<file path="config.mk">
export PLATFORM = sky130hd
export DESIGN_NAME = uart_tx_arbiter
export DESIGN_NICKNAME = d
export VERILOG_FILES = /design/src/rtl/uart_tx_arbiter.sv
export SDC_FILE = /design/constraint.sdc
export NUM_CORES = 1
export LEC_CHECK = 0
export ABC_AREA = 1
export CORE_UTILIZATION = 45
export CTS_CLUSTER_DIAMETER = 100
export DETAILED_ROUTE_END_ITERATION = 6
export MAX_ROUTING_LAYER = met4
export PLACE_DENSITY = 0.73
export SLEW_MARGIN = 25
export SYNTH_ARGS = -nofsm -noshare
export SYNTH_HDL_FRONTEND = slang
export SYNTH_SLANG_ARGS = --single-unit
</file>
<file path="constraint.sdc">
create_clock -name sys_clk -period 2.7 [get_ports sys_clk]
set_input_delay 0.675 -clock sys_clk [delete_from_list [all_inputs] [get_ports sys_clk]]
set_output_delay 0.675 -clock sys_clk [all_outputs]
set_load 0.02 [all_outputs]
</file>
<file path="src/rtl/uart_tx_arbiter.sv">
// uart_tx_arbiter: shares one UART transmitter between two byte producers.
// Producer A (primary result stream) and producer B (status/echo stream)
// each feed a private FIFO. A round-robin scheduler pops one byte at a time
// and emits a one-cycle strobe. Strobes are spaced by a full frame time
// because the transmitter has no ready handshake.
//
//   state | meaning
//   ------+-------------------------------------------------------------
//   IDLE  | sample FIFOs; on any non-empty FIFO latch head byte and pop it
//   ISSUE | po_flag high for exactly one cycle
//   WAIT  | count FRAME_CYCLES cycles so the transmitter finishes the frame
module uart_tx_arbiter #(
    parameter int CLK_FREQ   = 50_000_000,
    parameter int UART_BPS   = 9600,
    parameter int FRAME_BITS = 10,
    parameter int FIFO_DEPTH = 16
) (
    input  logic       sys_clk,
    input  logic       sys_rst,
    input  logic [7:0] a_data,
    input  logic       a_flag,
    input  logic [7:0] b_data,
    input  logic       b_flag,
    output logic [7:0] po_data,
    output logic       po_flag,
    output logic       po_src,
    output logic       busy,
    output logic       a_full,
    output logic       b_full,
    output logic [7:0] a_drop_cnt,
    output logic [7:0] b_drop_cnt
);

    localparam int FRAME_CYCLES = (CLK_FREQ / UART_BPS) * FRAME_BITS;
    localparam int PTR_W        = (FIFO_DEPTH > 1) ? $clog2(FIFO_DEPTH) : 1;
    localparam int CNT_W        = PTR_W + 1;
    localparam int WAIT_W       = (FRAME_CYCLES > 1) ? $clog2(FRAME_CYCLES) : 1;
    localparam logic [CNT_W-1:0]  FULL_CNT  = CNT_W'(FIFO_DEPTH);
    localparam logic [WAIT_W-1:0] WAIT_LAST = WAIT_W'(FRAME_CYCLES - 1);

    typedef enum logic [1:0] {
        IDLE  = 2'd0,
        ISSUE = 2'd1,
        WAIT  = 2'd2
    } state_t;

    // Index 0 is requester A, index 1 is requester B.
    logic [1:0]       w_in_flag;
    logic [1:0][7:0]  w_in_data;
    logic [1:0]       w_full;
    logic [1:0]       w_nonempty;
    logic [1:0]       w_pop;
    logic [1:0][7:0]  w_head;
    logic [1:0][7:0]  w_drop;

    state_t            r_state;
    logic [WAIT_W-1:0] r_wait_cnt;
    logic              r_last_src;
    logic [7:0]        r_po_data;
    logic              r_po_flag;
    logic              r_po_src;
    logic              r_busy;

    logic              w_grant;
    logic              w_grant_src;

    assign w_in_flag = {b_flag, a_flag};
    assign w_in_data = {b_data, a_data};

    for (genvar g = 0; g < 2; g++) begin : g_fifo
        logic [7:0]       r_mem [FIFO_DEPTH];
        logic [PTR_W-1:0] r_wr_ptr;
        logic [PTR_W-1:0] r_rd_ptr;
        logic [CNT_W-1:0] r_count;
        logic [7:0]       r_drop;
        logic             w_push;

        // Fullness uses the registered count, so a same-cycle pop never
        // makes room for a write into a full FIFO.
        assign w_full[g]     = (r_count == FULL_CNT);
        assign w_nonempty[g] = (r_count != '0);
        assign w_push        = w_in_flag[g] && !w_full[g];
        assign w_head[g]     = r_mem[r_rd_ptr];
        assign w_drop[g]     = r_drop;

        // Byte storage; contents are don't-care until written.
        always_ff @(posedge sys_clk) begin
            if (w_push) begin
                r_mem[r_wr_ptr] <= w_in_data[g];
            end
        end

        // Pointers, occupancy and saturating drop counter.
        always_ff @(posedge sys_clk) begin
            if (sys_rst) begin
                r_wr_ptr <= '0;
                r_rd_ptr <= '0;
                r_count  <= '0;
                r_drop   <= '0;
            end else begin
                if (w_push) begin
                    r_wr_ptr <= r_wr_ptr + 1'b1;
                end
                if (w_pop[g]) begin
                    r_rd_ptr <= r_rd_ptr + 1'b1;
                end
                if (w_push && !w_pop[g]) begin
                    r_count <= r_count + 1'b1;
                end else if (!w_push && w_pop[g]) begin
                    r_count <= r_count - 1'b1;
                end
                if (w_in_flag[g] && w_full[g] && (r_drop != 8'hFF)) begin
                    r_drop <= r_drop + 1'b1;
                end
            end
        end
    end

    // Round-robin grant, evaluated only while IDLE; ties go to the source
    // that did not win last time.
    always_comb begin
        w_grant     = 1'b0;
        w_grant_src = 1'b0;
        if (r_state == IDLE) begin
            if (w_nonempty[0] && w_nonempty[1]) begin
                w_grant     = 1'b1;
                w_grant_src = ~r_last_src;
            end else if (w_nonempty[0]) begin
                w_grant     = 1'b1;
                w_grant_src = 1'b0;
            end else if (w_nonempty[1]) begin
                w_grant     = 1'b1;
                w_grant_src = 1'b1;
            end
        end
    end

    assign w_pop[0] = w_grant && !w_grant_src;
    assign w_pop[1] = w_grant &&  w_grant_src;

    // Scheduler FSM with registered outputs.
    always_ff @(posedge sys_clk) begin
        if (sys_rst) begin
            r_state    <= IDLE;
            r_wait_cnt <= '0;
            r_last_src <= 1'b1;
            r_po_data  <= '0;
            r_po_flag  <= 1'b0;
            r_po_src   <= 1'b0;
            r_busy     <= 1'b0;
        end else begin
            r_po_flag <= 1'b0;
            case (r_state)
                IDLE: begin
                    if (w_grant) begin
                        r_po_data  <= w_head[w_grant_src];
                        r_po_src   <= w_grant_src;
                        r_last_src <= w_grant_src;
                        r_po_flag  <= 1'b1;
                        r_busy     <= 1'b1;
                        r_state    <= ISSUE;
                    end
                end
                ISSUE: begin
                    r_wait_cnt <= '0;
                    r_state    <= WAIT;
                end
                WAIT: begin
                    if (r_wait_cnt == WAIT_LAST) begin
                        r_busy  <= 1'b0;
                        r_state <= IDLE;
                    end else begin
                        r_wait_cnt <= r_wait_cnt + 1'b1;
                    end
                end
                default: begin
                    r_busy  <= 1'b0;
                    r_state <= IDLE;
                end
            endcase
        end
    end

    assign po_data    = r_po_data;
    assign po_flag    = r_po_flag;
    assign po_src     = r_po_src;
    assign busy       = r_busy;
    assign a_full     = w_full[0];
    assign b_full     = w_full[1];
    assign a_drop_cnt = w_drop[0];
    assign b_drop_cnt = w_drop[1];

endmodule

</file>
# [Word level (Yosys, flattened, before mapping)]
# Memories as Yosys holds them, arrays and structs flattened. A register that Yosys moved wholly into a read port is not among the register bits.
# Index checks and enable logic that the tools add are counted.
# Widths: inputs -> output; s select.
[totals] word_cells=103 memories=2 output_inout_bits=29 in_bits=20 regBits=72 ramBits=256
[memory_table] memory="g_fifo[0].r_mem" words=16 width=8 rd=1 rd_clocked_by_memory_dff=1 wr=1 line="71" text="logic [7:0] r_mem [FIFO_DEPTH];"
[memory_table] memory="g_fifo[1].r_mem" words=16 width=8 rd=1 rd_clocked_by_memory_dff=1 wr=1 line="71"
[op_classes] n_addsub=11 n_mux=30 n_lt_le_gt_ge=1 reduce_logical=31 n_eq_ne=10 bitwise=3
[ops] operator="$pmux 16 s2" count=1
[ops] operator="$mux 5" count=4
[ops] operator="$add 16x1->16 const B" count=1
[ops] operator="$add 4x1->4 const B" count=4
[ops] operator="$add 8x1->8 const B" count=2
[ops] operator="$eq 16x16->1 const B" count=1
[ops] operator="$mux 16" count=1
[ops] operator="$mux 4" count=4
[ops] operator="$mux 8" count=2
[ops] operator="$ne 8x8->1 const B" count=2
[ops] operator="$mux 1" count=14
[ops] operator="$logic_and 1x1->1" count=13
[ops] operator="$add 5x1->5 const B" count=2
[ops] operator="$eq 5x5->1 const B" count=2
[ops] operator="$reduce_bool 5->1" count=2
[ops] operator="$sub 5x1->5 const B" count=2
[ops] operator="$logic_not 1->1" count=7
[ops] operator="$ne 2x2->1 const B" count=3
[ops] operator="$pmux 2 s3" count=1
[ops] operator="$reduce_and 2->1" count=3
[ops] operator="$reduce_bool 2->1" count=3
[ops] operator="$mux 2" count=2
[ops] operator="$not 1->1" count=3
[ops] operator="$pmux 1 s3" count=1
[ops] operator="6 further kinds" count=6

# [Longest topological paths before layout]
[logic_depth] depth_word=10 mapped_depth=17 depth_no_buf=17

# [Worst setup path after synthesis]
# OpenSTA, ideal clock, no wires.
[synth_path] path_type="register -> register" start="register g_fifo[0].r_count[0]" end="register g_fifo[0].r_count[4]" arrival_ps=2301 required_time_ps=2587 stages_incl_launch_ff=17 n_path_buf=0 setup_time_ps=113 synth_period_minus_slack_ps=2413 setup_slack_ps=287 path_cell_list="dfxtp_1 nor2_1 nand3_1 nor2_2 inv_1 nand2_1 inv_2 ha_1 inv_1 ha_1 a21o_1 a21oi_1 nor2_1 nor2_1 nand2_1 nor2_1 nor2_1"
[synth_via] word_cells_on_any_way=22 classes_between="add/sub: 2; eq/ne: 1; mux: 8; reduce/logical: 11"
[synth_lines] item="start, declared" line="74" text="logic [CNT_W-1:0] r_count;"
[synth_lines] item="start signal, assigned" line="108" text="r_count <= r_count + 1'b1;"
[synth_lines] item="start signal, assigned" line="110" text="r_count <= r_count - 1'b1;"
[synth_lines] item="$eq 5x5->1 *" line="80" text="assign w_full[g] = (r_count == FULL_CNT);"
[synth_lines] item="via a_full" line="28" text="output logic a_full,"
[synth_lines] item="$logic_not 1->1 *" line="82" text="assign w_push = w_in_flag[g] && !w_full[g];"
[synth_lines] item="$logic_and 1x1->1 *" line="82"
[synth_lines] item="via g_fifo[0].w_push" line="76" text="logic w_push;"
[synth_lines] item="$logic_not 1->1" line="109" text="end else if (!w_push && w_pop[g]) begin"
[synth_lines] item="$logic_and 1x1->1" line="109"
[synth_lines] item="$reduce_bool 2->1 (no source line)"
# Mark *: on every way through the listed nets, which the timed path passes. The rest lies on a longest branch. The select of a mux whose other input is x is not followed.
# A chain may end at the register's enable or synchronous reset.

# [Worst setup path after layout]
[layout_path] start="register g_fifo[1].r_count[0]" end="output b_full"
[layout_via] elab_chain_len=1
[layout_rtl] item="start, declared" line="74"
[layout_rtl] item="start signal, assigned" line="108"
[layout_rtl] item="start signal, assigned" line="110"
[layout_rtl] item="$eq 5x5->1" line="80"
[layout_rtl] item="end, declared" line="29" text="output logic b_full,"
# Every way passes these cells.

==> results.txt <==
The run finished with clean final reports. The final HPWL from detailed placement is 20800 microns, and the relative max-transition margin is 0.488. The final hold slack is 463 ps. The clock transition time at the flip-flop clock pins of the worst setup and hold paths was 60 ps; the number of top-level pins was 49.

Setup slack closes at 120 ps. The share of power burned in combinational logic is 0.287. The analysis attributes to cell leakage a power of 7.17 nW.

Class of the most critical hold timing path: register to register. The count of buffers added on input and output ports is 48. The clock tree synthesis step divided the H-tree into 2 levels. The portion of total power attributed to the clock network was 0.323.

The worst-case IR drop observed on VDD is 0.494 mV. After detailed placement, the total cell area comes to 16100 sq um. Once placement completed, the tool counted placed cells totaling 2071. The via count of the first global-routing pass is 10485. Setup repair after global routing left no endpoint under its margin.

The post-route DRC violation count was 0; the cell row count was 66. The tree is rooted in a clkbuf_16. The commonest cells after synthesis are nand2_1 (532), edfxtp_1 (256), inv_1 (209). By area the synthesized netlist is led by edfxtp_1 (52%), nand2_1 (13%), dfxtp_1 (11%).

STA classifies the critical path startpoint as a register. In this run the standard cell core region covers 32500 sq um. The proportion of netlist area held by the largest area contributor is 0.516. The synthesized design contains 256 enable-type register cells. For the end-of-flow core utilization, the log shows 0.532. The logs give 0.623 for the fraction of the yosys area taken by sequential cells and 15.6 mW for the overall power of the completed layout. TritonCTS built the clock tree.

The final sum of negative setup slack was 0 ps; the mean instance size in the synthesized netlist was 9.39 sq um. For the iteration count of the initial detailed-routing pass, the log shows 7. The die outline area is 33800 sq um, and the count of endpoints failing setup in the final report is 0. The internal portion of the total power is 10.4 mW.

The max-slew violation total from the final report was 0; the shortest period the worst path allows was 2580 ps. The setup path with the least slack is of type register to output port. The run gives -101 ps as the worst slack at placement.

For the initial detailed-routing violation count, the log shows 938. The synthesized instance count was 1586. At the worst endpoint, the arrival time is 1900 ps. The combined global-route utilization of all metal layers was 0.203; the effective utilization at floorplan was 0.458. In this run the power spent charging and discharging nets is 5.21 mW.

At the end of routability-driven placement, the weighted congestion stood at 0.867. The largest fanout on the critical path was 3; the pin count of the biggest net entering global routing was 72. The design area was 17300 sq um; the proportion of synthesized flip-flops having asynchronous set or reset was 0.

The worst clock skew was 28.5 ps; the maximum operating frequency was 388 MHz. The category of the worst setup path capture point was an output port. The Yosys step of the flow raised 0 warnings. After synthesis the cells add up to 14900 sq um. After detailed routing, the number of vias per cell comes to 5.09.

0 antenna diodes ended up in the layout. Proportion of power drawn by flip-flops and latches: 0.390. The net switching fraction of the power was 0.334; the average routed wire per standard cell was 15.4 microns. Among all flip-flop cells after synthesis, the most frequent one is edfxtp_1. The final cycle utilization of the critical path was 0.955. The number of nets produced by synthesis was 1629; the hold buffer count at cts was 0. For the worst-skew pair, the clock arrives at the later sink with an insertion delay of 530 ps. Total power per unit cell area: 902 nW/um^2.

The share of cells above drive strength 1 works out to 0.0815. Number of routed nets with antenna violations: 0. The run gives 1710 as the number of nets in the layout.

The number of antenna violations at the first check in global routing is 0. Summed over all layers, the global routing overflow is 0. The die is 184 microns wide. In this run, synthesis produced a sequential element count of 336. The vertical die dimension works out to 184 microns. The transition time at the pin with the least slew margin came out at 766 ps. The clock drives 336 sinks.

In this run, distinct cell masters in the synthesized netlist total 38. The most common cell in the netlist was nand2_1. Compared with the post-synthesis result, the final layout area differs by 16.1%. Hold violation count in the final report: 0.

The detailed router placed 10878 vias in this run. Leaving out filler cells and counting taps, the final layout contains 2136. Summed over all instances, the cell type with the most area after synthesis is edfxtp_1.

The sum of routed wire length over all layers was 32900 microns. The first global-routing pass estimated 52500 microns of wire. The logs give 0 for the count of maximum capacitance violations and 3 for the maximum root-to-sink buffer count. The logs give 36 for the number of buffers inserted during clock tree synthesis and 2030 ps for the required time of the critical path.

The layout has 2829 filler cells.
-- kinds of logic (layout without fill, tap and decap cells) --
kind of cell,after synthesis,count (layout),synth area share
AOI/OAI and AO/OA,100,100,0.0372
adders and majority gates,23,23,0.0203
DFF,336,336,0.623
buffers and inverters,277,385,0.0763
xor gates and xnor gates,14,14,0.00823
and+or+nand+nor,836,836,0.234
-- layer usage --
metal / GRT usage / share of wire
met2: 0.334 / 0.49
met4: 0.0690 / 0.025
met1: 0.258 / 0.43
met5: - / 0
met3: 0.0281 / 0.054
-- cells in the final DEF, fill, tap and decap left out, types with 2 or more instances in the layout --
cell type,netlist,routed
xnor2_1,8,8
nor3_1,8,8
a21o_1,2,2
xor2_1,6,6
clkbuf_8,0,2
clkdlybuf4s50_1,0,47
clkinv_1,0,6
inv_2,5,5
a21oi_2,5,5
nand3_2,2,2
buf_4,2,53
o21ai_1,2,2
dfxtp_1,80,78
fa_1,2,2
nand4_1,17,17
nor2_1,79,79
edfxtp_1,256,256
a21oi_1,47,47
nand3_1,185,185
dfxtp_2,0,2
nor2_2,3,3
nand2_1,532,532
o21ai_0,32,32
a211oi_1,2,2
buf_12,0,3
clkbuf_16,0,36
bufinv_16,0,5
clkinv_2,2,8
nand2_4,3,4
o211ai_1,7,7
inv_6,0,2
inv_1,209,209
clkbuf_1,16,4
ha_1,21,21
-- flip-flops by register name, indices dropped and copies added (netlist names), 8 cells and up, named ones only --
name	cells
a_drop_cnt	8
b_drop_cnt	8
g_fifo.r_count	10
g_fifo.r_mem	256
g_fifo.r_rd_ptr	8
g_fifo.r_wr_ptr	8
po_data	8
r_wait_cnt	16
-- worst max-delay path: stages, from the launching register on --
cell,delay (ps)
dfxtp_1,340
nor2_1,150
nand4_1,130
inv_1,140
clkdlybuf4s50_1,630
-- what timing repair did --
action	4_1_cts	5_1_grt
buffers inserted	0	0
endpoints found under the setup margin	0	2
gates resized for setup	0	2
-- path summary, 6_finish.rpt --
check	from	to	slack, ps	depth (start not counted)
worst min-delay path	r_state[1]	busy	460	1
worst max register to register	g_fifo[1].r_count[0]	g_fifo[0].r_count[3]	270	16
worst max-delay path	g_fifo[1].r_count[0]	b_full	120	4
worst min register to register	r_state[1]	busy	460	1
-- power groups by stage --
stage	combinational [mW]	clock, mW	sequential, mW
after floorplan	3.14	0	6.21
after global placement	4.26	0	6.18
after detailed placement	4.42	0	6.19
after CTS	4.45	5.12	6.09
after global routing	5.00	5.33	6.12
final	4.48	5.05	6.09
-- layout make-up --
class	count	area, sq um	share of cell area
sequential	336	9290	0.537
clock inverter	23	283	0.0163
timing repair buffer	104	941	0.0544
tap	442	553	0.0320
multi-input combinational	973	4480	0.259
inverter	216	813	0.0470
clock buffer	42	943	0.0545
No activity file was read; power rests on OpenSTA's default activity.
